[src/rtl/rom_load_ctrl_pkg.sv]
// ---------------------------------------------------------------------------
// asteroids_pkg
//   Shared definitions for the Asteroids ROM download path.
//   - ROM_PROG_BYTES / ROM_VROM_BYTES : region sizes of the download image
//   - ROM_HOLD_CYCLES                 : default reset-settle interval
//   - rld_state_t                     : rom_load_ctrl sequencer states
//   - sat_inc16                       : saturating 16-bit increment
// ---------------------------------------------------------------------------
package asteroids_pkg;

   localparam int unsigned ROM_PROG_BYTES  = 6144;
   localparam int unsigned ROM_VROM_BYTES  = 2048;
   localparam int unsigned ROM_HOLD_CYCLES = 1024;

   // Fixed encodings keep state values stable for anything decoding them
   // from a probe or debug bus.
   typedef enum logic [2:0] {
      RLD_EMPTY = 3'd0,
      RLD_LOAD  = 3'd1,
      RLD_CHECK = 3'd2,
      RLD_HOLD  = 3'd3,
      RLD_RUN   = 3'd4,
      RLD_ERROR = 3'd5
   } rld_state_t;

   function automatic logic [15:0] sat_inc16(input logic [15:0] v);
      return (v == 16'hFFFF) ? v : v + 16'd1;
   endfunction

endpackage

[src/rtl/rom_load_ctrl_if.sv]
// ---------------------------------------------------------------------------
// rom_load_ctrl_if
//   Download bus between hps_io (ioctl side) and the ROM write side of the
//   core (dn side).
//   ioctl_download : download active          (master -> slave)
//   ioctl_wr       : byte write strobe        (master -> slave)
//   ioctl_addr     : byte address, 25 bits    (master -> slave)
//   ioctl_dout     : byte data                (master -> slave)
//   dn_addr        : region-relative address  (slave -> master)
//   dn_data        : byte data                (slave -> master)
//   dn_wr_prog     : program ROM write strobe (slave -> master)
//   dn_wr_vrom     : vector ROM write strobe  (slave -> master)
// ---------------------------------------------------------------------------
interface rom_load_ctrl_if;

   logic        ioctl_download;
   logic        ioctl_wr;
   logic [24:0] ioctl_addr;
   logic [7:0]  ioctl_dout;

   logic [15:0] dn_addr;
   logic [7:0]  dn_data;
   logic        dn_wr_prog;
   logic        dn_wr_vrom;

   modport master (
      output ioctl_download, ioctl_wr, ioctl_addr, ioctl_dout,
      input  dn_addr, dn_data, dn_wr_prog, dn_wr_vrom
   );

   modport slave (
      input  ioctl_download, ioctl_wr, ioctl_addr, ioctl_dout,
      output dn_addr, dn_data, dn_wr_prog, dn_wr_vrom
   );

endinterface

[src/rtl/rom_load_ctrl_region_decode.sv]
// ---------------------------------------------------------------------------
// rld_region_decode
//   Combinational split of a linear download address into ROM regions.
//   addr     in  25 : byte address within the download
//   prog_hit out  1 : addr falls in program ROM
//   vrom_hit out  1 : addr falls in vector ROM
//   over     out  1 : addr beyond the end of the image
//   rel_addr out 16 : address relative to the hit region (0 on overflow)
// ---------------------------------------------------------------------------
module rld_region_decode
   import asteroids_pkg::*;
#(
   parameter int unsigned PROG_SIZE = ROM_PROG_BYTES,
   parameter int unsigned VROM_SIZE = ROM_VROM_BYTES
) (
   input  logic [24:0] addr,
   output logic        prog_hit,
   output logic        vrom_hit,
   output logic        over,
   output logic [15:0] rel_addr
);

   localparam logic [24:0] PROG_END = 25'(PROG_SIZE);
   localparam logic [24:0] IMG_END  = 25'(PROG_SIZE + VROM_SIZE);

   always_comb begin
      prog_hit = 1'b0;
      vrom_hit = 1'b0;
      over     = 1'b0;
      rel_addr = '0;
      if (addr < PROG_END) begin
         prog_hit = 1'b1;
         rel_addr = addr[15:0];
      end else if (addr < IMG_END) begin
         vrom_hit = 1'b1;
         rel_addr = 16'(addr - PROG_END);
      end else begin
         over = 1'b1;
      end
   end

endmodule

[src/rtl/rom_load_ctrl.sv]
// ---------------------------------------------------------------------------
// rom_load_ctrl
//   Sequences the HPS ROM download into the Asteroids core and owns the
//   core reset. Splits the download stream into program / vector ROM write
//   strobes, validates the byte total and holds the core in reset until a
//   valid image is resident plus a settle interval. user_rst re-applies a
//   stretched reset once running.
//   clk_25       in   : system clock
//   RESET_L      in   : asynchronous active-low reset
//   bus          slave: ioctl download in, dn ROM write strobes out
//   user_rst     in   : level reset request (OSD / button)
//   core_reset_l out  : active-low reset to the core
//   load_ok      out  : a valid image is resident
//   load_err     out  : the last download was malformed
// ---------------------------------------------------------------------------
module rom_load_ctrl
   import asteroids_pkg::*;
#(
   parameter int unsigned PROG_SIZE   = ROM_PROG_BYTES,
   parameter int unsigned VROM_SIZE   = ROM_VROM_BYTES,
   parameter int unsigned HOLD_CYCLES = ROM_HOLD_CYCLES
) (
   input  logic              clk_25,
   input  logic              RESET_L,
   rom_load_ctrl_if.slave    bus,
   input  logic              user_rst,
   output logic              core_reset_l,
   output logic              load_ok,
   output logic              load_err
);

   localparam int unsigned          IMG_BYTES = PROG_SIZE + VROM_SIZE;
   localparam int unsigned          HOLD_W    = $clog2(HOLD_CYCLES + 1);
   localparam logic [HOLD_W-1:0]    HOLD_LOAD = HOLD_W'(HOLD_CYCLES);
   localparam logic [HOLD_W-1:0]    HOLD_ONE  = HOLD_W'(1);

   rld_state_t        state_q, state_d;
   logic [15:0]       byte_cnt_q, byte_cnt_d;
   logic [HOLD_W-1:0] hold_cnt_q, hold_cnt_d;
   logic              over_q, over_d;
   logic              core_reset_l_q, core_reset_l_d;
   logic              load_ok_q, load_ok_d;
   logic              load_err_q, load_err_d;
   logic [15:0]       dn_addr_q, dn_addr_d;
   logic [7:0]        dn_data_q, dn_data_d;
   logic              wr_prog_q, wr_prog_d;
   logic              wr_vrom_q, wr_vrom_d;

   logic              dec_prog;
   logic              dec_vrom;
   logic              dec_over;
   logic [15:0]       dec_rel;
   logic              wr_accept;
   logic              dl_start;

   rld_region_decode #(
      .PROG_SIZE (PROG_SIZE),
      .VROM_SIZE (VROM_SIZE)
   ) u_decode (
      .addr     (bus.ioctl_addr),
      .prog_hit (dec_prog),
      .vrom_hit (dec_vrom),
      .over     (dec_over),
      .rel_addr (dec_rel)
   );

   // In LOAD a write is still taken on the cycle download drops, so the
   // final byte of a stream is never lost; elsewhere download must be high.
   assign wr_accept = bus.ioctl_wr && (bus.ioctl_download || (state_q == RLD_LOAD));

   assign dl_start  = bus.ioctl_download &&
                      (state_q inside {RLD_EMPTY, RLD_HOLD, RLD_RUN, RLD_ERROR});

   always_comb begin
      state_d        = state_q;
      byte_cnt_d     = byte_cnt_q;
      hold_cnt_d     = hold_cnt_q;
      over_d         = over_q;
      core_reset_l_d = core_reset_l_q;
      load_ok_d      = load_ok_q;
      load_err_d     = load_err_q;
      dn_addr_d      = dn_addr_q;
      dn_data_d      = dn_data_q;
      wr_prog_d      = 1'b0;
      wr_vrom_d      = 1'b0;

      // Write path: address/data only move on a region hit, so they hold
      // between strobes and through overflow bytes.
      if (wr_accept && (dec_prog || dec_vrom)) begin
         dn_addr_d = dec_rel;
         dn_data_d = bus.ioctl_dout;
         wr_prog_d = dec_prog;
         wr_vrom_d = dec_vrom;
      end

      case (state_q)
         RLD_LOAD: begin
            if (wr_accept) begin
               byte_cnt_d = sat_inc16(byte_cnt_q);
               over_d     = over_q | dec_over;
            end
            if (!bus.ioctl_download) begin
               state_d = RLD_CHECK;
            end
         end

         RLD_CHECK: begin
            if ((32'(byte_cnt_q) == IMG_BYTES) && !over_q) begin
               state_d    = RLD_HOLD;
               load_ok_d  = 1'b1;
               hold_cnt_d = HOLD_LOAD;
            end else begin
               state_d    = RLD_ERROR;
               load_err_d = 1'b1;
            end
         end

         RLD_HOLD: begin
            // Expiry fires on the decrement that reaches zero so reset
            // lasts exactly HOLD_CYCLES cycles after the reload.
            if (user_rst) begin
               hold_cnt_d = HOLD_LOAD;
            end else if (hold_cnt_q <= HOLD_ONE) begin
               hold_cnt_d     = '0;
               state_d        = RLD_RUN;
               core_reset_l_d = 1'b1;
            end else begin
               hold_cnt_d = hold_cnt_q - HOLD_ONE;
            end
         end

         RLD_RUN: begin
            if (user_rst) begin
               state_d        = RLD_HOLD;
               hold_cnt_d     = HOLD_LOAD;
               core_reset_l_d = 1'b0;
            end
         end

         default: begin
         end
      endcase

      // A new download outranks every other event in the resting states.
      if (dl_start) begin
         state_d        = RLD_LOAD;
         byte_cnt_d     = wr_accept ? 16'd1 : 16'd0;
         over_d         = wr_accept && dec_over;
         hold_cnt_d     = '0;
         load_ok_d      = 1'b0;
         load_err_d     = 1'b0;
         core_reset_l_d = 1'b0;
      end
   end

   always_ff @(posedge clk_25 or negedge RESET_L) begin
      if (!RESET_L) begin
         state_q        <= RLD_EMPTY;
         byte_cnt_q     <= '0;
         hold_cnt_q     <= '0;
         over_q         <= 1'b0;
         core_reset_l_q <= 1'b0;
         load_ok_q      <= 1'b0;
         load_err_q     <= 1'b0;
         dn_addr_q      <= '0;
         dn_data_q      <= '0;
         wr_prog_q      <= 1'b0;
         wr_vrom_q      <= 1'b0;
      end else begin
         state_q        <= state_d;
         byte_cnt_q     <= byte_cnt_d;
         hold_cnt_q     <= hold_cnt_d;
         over_q         <= over_d;
         core_reset_l_q <= core_reset_l_d;
         load_ok_q      <= load_ok_d;
         load_err_q     <= load_err_d;
         dn_addr_q      <= dn_addr_d;
         dn_data_q      <= dn_data_d;
         wr_prog_q      <= wr_prog_d;
         wr_vrom_q      <= wr_vrom_d;
      end
   end

   assign bus.dn_addr    = dn_addr_q;
   assign bus.dn_data    = dn_data_q;
   assign bus.dn_wr_prog = wr_prog_q;
   assign bus.dn_wr_vrom = wr_vrom_q;
   assign core_reset_l   = core_reset_l_q;
   assign load_ok        = load_ok_q;
   assign load_err       = load_err_q;

endmodule
[src/flat_wrapper.sv]
// flat-port wrapper written by rule: the top's interface ports become plain ports
module rom_load_ctrl_flat import asteroids_pkg::*;
#(
   parameter int unsigned PROG_SIZE   = ROM_PROG_BYTES,
   parameter int unsigned VROM_SIZE   = ROM_VROM_BYTES,
   parameter int unsigned HOLD_CYCLES = ROM_HOLD_CYCLES
)
  (clk_25, RESET_L, user_rst, core_reset_l, load_ok, load_err, bus_ioctl_download, bus_ioctl_wr, bus_ioctl_addr, bus_ioctl_dout, bus_dn_addr, bus_dn_data, bus_dn_wr_prog, bus_dn_wr_vrom);
  rom_load_ctrl_if bus_i ();
  input  logic clk_25;
  input  logic RESET_L;
  input  logic user_rst;
  output logic core_reset_l;
  output logic load_ok;
  output logic load_err;
  input wire logic [$bits(bus_i.ioctl_download)-1:0] bus_ioctl_download;
  input wire logic [$bits(bus_i.ioctl_wr)-1:0] bus_ioctl_wr;
  input wire logic [$bits(bus_i.ioctl_addr)-1:0] bus_ioctl_addr;
  input wire logic [$bits(bus_i.ioctl_dout)-1:0] bus_ioctl_dout;
  output wire logic [$bits(bus_i.dn_addr)-1:0] bus_dn_addr;
  output wire logic [$bits(bus_i.dn_data)-1:0] bus_dn_data;
  output wire logic [$bits(bus_i.dn_wr_prog)-1:0] bus_dn_wr_prog;
  output wire logic [$bits(bus_i.dn_wr_vrom)-1:0] bus_dn_wr_vrom;
  assign bus_i.ioctl_download = bus_ioctl_download;
  assign bus_i.ioctl_wr = bus_ioctl_wr;
  assign bus_i.ioctl_addr = bus_ioctl_addr;
  assign bus_i.ioctl_dout = bus_ioctl_dout;
  assign bus_dn_addr = bus_i.dn_addr;
  assign bus_dn_data = bus_i.dn_data;
  assign bus_dn_wr_prog = bus_i.dn_wr_prog;
  assign bus_dn_wr_vrom = bus_i.dn_wr_vrom;
  rom_load_ctrl #(.PROG_SIZE(PROG_SIZE), .VROM_SIZE(VROM_SIZE), .HOLD_CYCLES(HOLD_CYCLES)) u_core (.clk_25(clk_25), .RESET_L(RESET_L), .bus(bus_i), .user_rst(user_rst), .core_reset_l(core_reset_l), .load_ok(load_ok), .load_err(load_err));
endmodule
[config.mk]
export PLATFORM = sky130hd
export DESIGN_NAME = rom_load_ctrl_flat
export DESIGN_NICKNAME = d
export VERILOG_FILES = /design/src/rtl/rom_load_ctrl_pkg.sv /design/src/rtl/rom_load_ctrl_if.sv /design/src/rtl/rom_load_ctrl_region_decode.sv /design/src/rtl/rom_load_ctrl.sv /design/src/flat_wrapper.sv
export SDC_FILE = /design/constraint.sdc
export NUM_CORES = 1
export LEC_CHECK = 0
export ABC_AREA = 1
export ABC_CLOCK_PERIOD_IN_PS = 2700
export CORE_MARGIN = 3
export CORE_UTILIZATION = 40
export DETAILED_ROUTE_END_ITERATION = 16
export GPL_TIMING_DRIVEN = 1
export PLACE_DENSITY = 0.66
export SLEW_MARGIN = 20
export SYNTH_ARGS = -nofsm -noshare
export SYNTH_HDL_FRONTEND = slang
export SYNTH_SLANG_ARGS = --single-unit
[constraint.sdc]
create_clock -name clk_25 -period 2.7 [get_ports clk_25]
set_input_delay 0.27 -clock clk_25 [delete_from_list [all_inputs] [get_ports clk_25]]
set_output_delay 0.27 -clock clk_25 [all_outputs]
set_load 0.01 [all_outputs]
==> metrics.csv, run 1 <==
stage,metric,value,unit
clock_network,root_buffer,clkbuf_8,
placed_design,place_congestion,0.856,
yosys,syn-num-nets,507,
hold_path,hp-class,primary input to async pin,
detailed_routing,routed_wl,7540,um
clock_network,numCtsBuffers,9,
cells_and_area,post_layout_nonfiller_instances,643,
global_route,grt_start_max_net_pins,61,
clock_network,clock_sinks,60,
detailed_routing,drtPass1Iterations,4,
sta,fin_ws,0.860,ns
sta,tns,0,ns
worst_setup_path,crit_arrival,2.11,ns
yosys,synth_top_family_by_area,simple AND/OR/NAND/NOR gates,
clock_network,cts_tree,yes,
sta,finalClockSkew,0.00820,ns
detailed_routing,wl_met1,3690,um
detailed_routing,viasPerCell,4.68,
sta,finalCritPeriodShare,68.1,%
yosys,syn_area_per_cell,7.39,um2
placed_design,dp_hpwl,5520,um
yosys,synth_warnings,0,
power,power_density,795,nW/um2
sta,hold_viol,0,
sta,whs,0.0576,ns
power,total_power,3.42,mW
floorplan,die_w,98.6,um
sta,final-max-slew-violation-count,0,
detailed_routing,top_layer,met4,
yosys,syn_area,3430,um2
yosys,seq_area_frac_synth,43.8,%
yosys,netlist_instances,464,
detailed_routing,met2_length,3280,um
placed_design,dp_slack,0.687,ns
floorplan,core,8260,um2
cells_and_area,layout-drive-gt1-share,8.55,%
worst_setup_path,crit_fanout,11,
yosys,ys_types,30,
sta,worst_pin_slew,0.769,ns
clock_network,htree_levels,3,
cells_and_area,num_antenna_cells,0,
sta,grt_setup_unrepaired,false,
cells_and_area,fin_util,52.1,%
floorplan,initial_core_util,41.5,%
yosys,synth_fa_ha_area_share,1.83,%
floorplan,num_io_pins,67,
detailed_routing,vias,3009,
global_route,gr-total-overflow,0,
worst_setup_path,critical_path_class,register to register,
outcome,status,finished clean,
clock_network,cts_hold_buffers,0,
yosys,synth-compound-area-share,4.45,%
placed_design,dpl.cell_count,627,
global_route,grt_pass1_vias,2989,
floorplan,die-area,9710,um2
yosys,yosys.area_share.simple,37.9,%
sta,maxSlewHeadroom,48.8,%
detailed_routing,met3_length,497,um
yosys,ys_ff_latch,60,
power,ir_worst_vdd,313,uV
detailed_routing,drc,0,
sta,max_freq,544,MHz
clock_network,clock_path_buffers,2,
power,leakage,2.19,nW
cells_and_area,area_growth,25.6,%
global_route,track_usage,16.4,%
flow_run,cap_violations,0,
global_route,grt_pass1_wl,13300,um
worst_setup_path,required,2.97,ns
cells_and_area,final_area,4300,um2
yosys,synth_mux_area_share,0,%
placed_design,postPlaceCellArea,4130,um2
global_route,grt_antenna_before_repair,0,
cells_and_area,nets,576,
clock_network,postCtsSetupBuffers,0,
floorplan,die_h,98.6,um
worst_setup_path,critPathCaptureType,register,
sta,setup_viol,0,
clock_network,cts.clk_slew.worst_paths,0.08,ns
detailed_routing,drt_iter0_markers,78,
clock_network,cts_resized,0,
placed_design,port_buffers,66,
detailed_routing,wl_per_cell,11.7,um
floorplan,rows,33,
sta,fin_crit,1.84,ns
clock_network,clk_latency,0.34,ns
yosys,synthXorXnorAreaFrac,4.09,%
worst_setup_path,cp-start-kind,register,
detailed_routing,drtAntennaViolNets,0,
-- sequential cells by signal (all words and copies together), names as in the netlist --
signal and flops:
u_core.bus.dn_wr_vrom 1, u_core.core_reset_l 1, u_core.load_err 1, u_core.over_q 1, u_core.state_q 3, u_core.load_ok 1, u_core.hold_cnt_q 11, u_core.byte_cnt_q 16
u_core.bus.dn_addr 16, u_core.bus.dn_data 8, u_core.bus.dn_wr_prog 1
-- synthesized netlist by cell type (all sizes together) --
cell | number | share of area [%]
nand2 | 187 | 21
nor2 | 67 | 8.1
dfrtp | 60 | 44
inv | 45 | 5.0
nand3 | 29 | 5.2
o21ai | 22 | 3.4
xor2 | 14 | 3.6
buf | 10 | 3.0
nand4 | 9 | 1.6
ha | 5 | 1.8
a21oi | 4 | 0.58
nor3 | 3 | 0.58
or2 | 3 | 0.55
o21bai | 2 | 0.44
xnor2 | 2 | 0.51
and2 | 1 | 0.18
nor3b | 1 | 0.37
-- layer usage --
metal | track usage, % | vias up
met5 | 0 | -
met4 | 5.15 | 0
met3 | 5.17 | 9
met2 | 25.7 | 64
met1 | 21.8 | 1363
li1 | - | 1573
-- placed cells by master (no fill, tap or decap), types with 5 or more instances in the layout --
| master | netlist | final |
|---|---|---|
| clkbuf_8 | 0 | 10 |
| clkdlybuf4s50_1 | 0 | 65 |
| dfrtp_1 | 60 | 60 |
| ha_1 | 5 | 5 |
| inv_1 | 42 | 42 |
| nand2_1 | 181 | 181 |
| nand3_1 | 24 | 24 |
| nand4_1 | 9 | 9 |
| nor2_1 | 60 | 60 |
| nor2_2 | 5 | 5 |
| o21ai_1 | 16 | 16 |
| xor2_1 | 14 | 14 |
-- path summary, 6_finish.rpt --
kind	startpoint	endpoint	slack (ns)	cells past startpoint
worst max-delay path	u_core.byte_cnt_q[0]	u_core.hold_cnt_q[10]	0.86	12
worst min-delay path	RESET_L	u_core.bus.dn_addr[2]	0.06	2
worst max register to register	u_core.byte_cnt_q[0]	u_core.hold_cnt_q[10]	0.86	12
worst min register to register	u_core.bus.dn_addr[3]	u_core.bus.dn_addr[3]	0.48	2
max in group asynchronous	RESET_L	u_core.bus.dn_data[5]	2.10	2
min in group clk_25	bus_ioctl_dout[3]	u_core.bus.dn_data[3]	0.47	3
-- area by class of cell --
cell class | count | area, um2
clock buffers | 10 | 138
clock inverters | 6 | 38.8
fillers | 803 | 3950
inverters | 45 | 171
multi-input cells | 349 | 1650
flip-flops and latches | 60 | 1500
well taps | 105 | 131
repair buffers | 68 | 671
-- where the power goes --
group          switching [mW]  total (mW)  leakage, nW  internal (mW)
clock network           0.385       0.741       0.0885          0.356
logic                   0.947        1.51         1.29          0.561
registers               0.143        1.17        0.808           1.03
total                    1.47        3.42         2.19           1.95
-- logic make-up (layout without fill, tap and decap cells) --
family,count (synthesis),after routing
flops,60,60
buf+inv,55,129
fa+ha+maj,5,5
simple gates,300,300
xor+xnor,16,16
compound gates,28,28
-- critical path, stage by stage (launching register included) --
cell and delay, ns:
dfrtp_1 0.40, inv_1 0.12, ha_1 0.18, nand2_1 0.05, inv_1 0.05, nand2_1 0.04
nor2_1 0.16, nand2_1 0.08, nand2_1 0.18, nand3_2 0.26, nand2_1 0.13, inv_1 0.04
nor2_1 0.08
Power figures use the tool's default switching activity.
==> run 2, diff against run 1 <==
--- a/config.mk
+++ b/config.mk
@@ -6,7 +6,7 @@
 export NUM_CORES = 1
 export LEC_CHECK = 0
 export ABC_AREA = 1
-export ABC_CLOCK_PERIOD_IN_PS = 2700
+export ABC_CLOCK_PERIOD_IN_PS = 1700
 export CORE_MARGIN = 3
 export CORE_UTILIZATION = 40
 export DETAILED_ROUTE_END_ITERATION = 16
==> constraint.sdc (replaced) <==
create_clock -name clk_25 -period 1.7 [get_ports clk_25]
set_input_delay 0.17 -clock clk_25 [delete_from_list [all_inputs] [get_ports clk_25]]
set_output_delay 0.17 -clock clk_25 [all_outputs]
set_load 0.01 [all_outputs]
==> run 2 against run 1 <==
Compared with the run above: maximum frequency grew 16%; via count grew 1.8%; register-to-register slack lost 0.74 ns; global-route usage grew 0.89 points; combinational power grew 74%; die area is the same; total power grew 64%; cell count grew 2.8%; core utilization grew 2.0 points; largest cell class unchanged; highest routed layer unchanged.
==> metrics.csv, run 2 (synthesis gave the netlist of run 1 again) <==
stage,metric,value,unit
outcome,status,finished clean,
placed_design,postPlaceCellArea,4270,um2
placed_design,dp_hpwl,5850,um
clock_network,cts.clk_slew.worst_paths,0.07,ns
detailed_routing,drc,0,
power,total_power,5.63,mW
global_route,met2_usage,26.7,%
worst_setup_path,crit_buf_inv,2,
floorplan,initial_core_util,41.5,%
global_route,grt_util_met1,22.4,%
clock_network,clk_latency,0.34,ns
global_route,grt_pass1_wl,13700,um
sta,grt_setup_unrepaired,false,
clock_network,clock_path_buffers,2,
global_route,gr-usage-met3,6.09,%
floorplan,core,8260,um2
worst_setup_path,worstPathCellList,inv_1 > nand2_2 > nand2_1 > nand2_2 > nand2_4 > buf_4 > nand2_1 > or2_0 > nand2_1 > nand2_1,
placed_design,dp_slack,0.0146,ns
worst_setup_path,slowest_delay,0.41,ns
worst_setup_path,critPathCaptureType,register,
worst_setup_path,required,1.94,ns
placed_design,port_buffers,66,
worst_setup_path,path_delay_family,simple AND/OR/NAND/NOR gates,
global_route,grt_pass1_vias,3036,
cells_and_area,num_antenna_cells,0,
flow_run,cap_violations,0,
global_route,top_usage_layer,met2,
worst_setup_path,crit_fanout,11,
global_route,grt_start_max_net_pins,61,
placed_design,dpl.cell_count,642,
global_route,grt_antenna_before_repair,0,
sta,fin_crit,1.58,ns
detailed_routing,drtAntennaViolNets,0,
worst_setup_path,crit_top_cell,nand2_1,
sta,fin_ws,0.118,ns
worst_setup_path,critical_path_class,register to register,
floorplan,die_h,98.6,um
worst_setup_path,cp-start-kind,register,
floorplan,rows,33,
worst_setup_path,crit_arrival,1.82,ns
clock_network,htree_levels,3,
sta,worst_pin_slew,0.317,ns
power,ir_worst_vdd,478,uV
power,leakage,2.29,nW
clock_network,clock_sinks,60,
cells_and_area,layout-drive-gt1-share,11.3,%
sta,tns,0,ns
floorplan,die-area,9710,um2
sta,max_freq,632,MHz
cells_and_area,post_layout_nonfiller_instances,661,
detailed_routing,wl_per_cell,11.8,um
sta,final-max-slew-violation-count,0,
global_route,gr-total-overflow,0,
detailed_routing,viasPerCell,4.63,
clock_network,root_buffer,clkbuf_8,
cells_and_area,area_growth,30.4,%
sta,maxSlewHeadroom,78.8,%
sta,setup_viol,0,
clock_network,numCtsBuffers,9,
cells_and_area,final_area,4470,um2
sta,finalCritPeriodShare,93.0,%
global_route,track_usage,17.3,%
sta,finalClockSkew,0.00544,ns
clock_network,cts_tree,yes,
detailed_routing,drt_iter0_markers,72,
cells_and_area,final_common_cell,nand2_1,
floorplan,die_w,98.6,um
detailed_routing,drtPass1Iterations,4,
detailed_routing,vias,3062,
placed_design,place_congestion,0.820,
power,power_density,1260,nW/um2
hold_path,hp-class,primary input to async pin,
floorplan,num_io_pins,67,
detailed_routing,routed_wl,7800,um
sta,hold_viol,0,
cells_and_area,fin_util,54.1,%
cells_and_area,nets,594,
worst_setup_path,cp_slowest_cell,dfrtp_1,
sta,whs,0.356,ns
cells_and_area,mostFrequentLayoutCells,"180 x nand2_1, 65 x clkdlybuf4s50_1, 60 x nor2_1, 60 x dfrtp_1, 42 x inv_1",
[run 2: cell type report]
type / instances / area (um2)
clock buffers: 11 / 141
repair buffers: 86 / 833
inverters: 45 / 171
clock inverters: 5 / 27.5
multi-input cells: 349 / 1660
flip-flops and latches: 60 / 1500
fillers: 806 / 3790
well taps: 105 / 131
[run 2: timing repair]
| item | in CTS | in global routing |
|---|---|---|
| setup endpoints to repair | 0 | 23 |
| gates resized for setup | 0 | 2 |
| hold buffers | 1 | 0 |
| hold endpoints to repair | 60 | 0 |
| setup buffers | 0 | 2 |
[run 2: final timing paths]
check	start	endpoint	slack, ns	depth (start not counted)
max in group asynchronous	RESET_L	u_core.byte_cnt_q[11]	1.08	3
worst min-delay path	RESET_L	u_core.bus.dn_addr[3]	0.36	3
worst min register to register	u_core.bus.dn_addr[3]	u_core.bus.dn_addr[3]	0.47	2
worst max register to register	u_core.state_q[2]	u_core.state_q[0]	0.12	10
min in group clk_25	bus_ioctl_addr[0]	u_core.bus.dn_addr[0]	0.36	3
worst max-delay path	u_core.state_q[2]	u_core.state_q[0]	0.12	10
[run 2: tightest hold or removal path, cell delays in order]
cell           delay, ns
dlygate4sd3_1       0.52
buf_2               0.12
buf_12              0.29
[run 2: where the power goes]
group          internal [mW]  total, mW  switching [mW]
clock                  0.558       1.13           0.572
combinational           1.08       2.63            1.55
sequential              1.64       1.87           0.226
[run 2: routing by layer]
metal	up-vias	wire, um
met3	11	606
met5	-	0
li1	1607	-
met2	82	3400
met1	1362	3660
met4	0	133
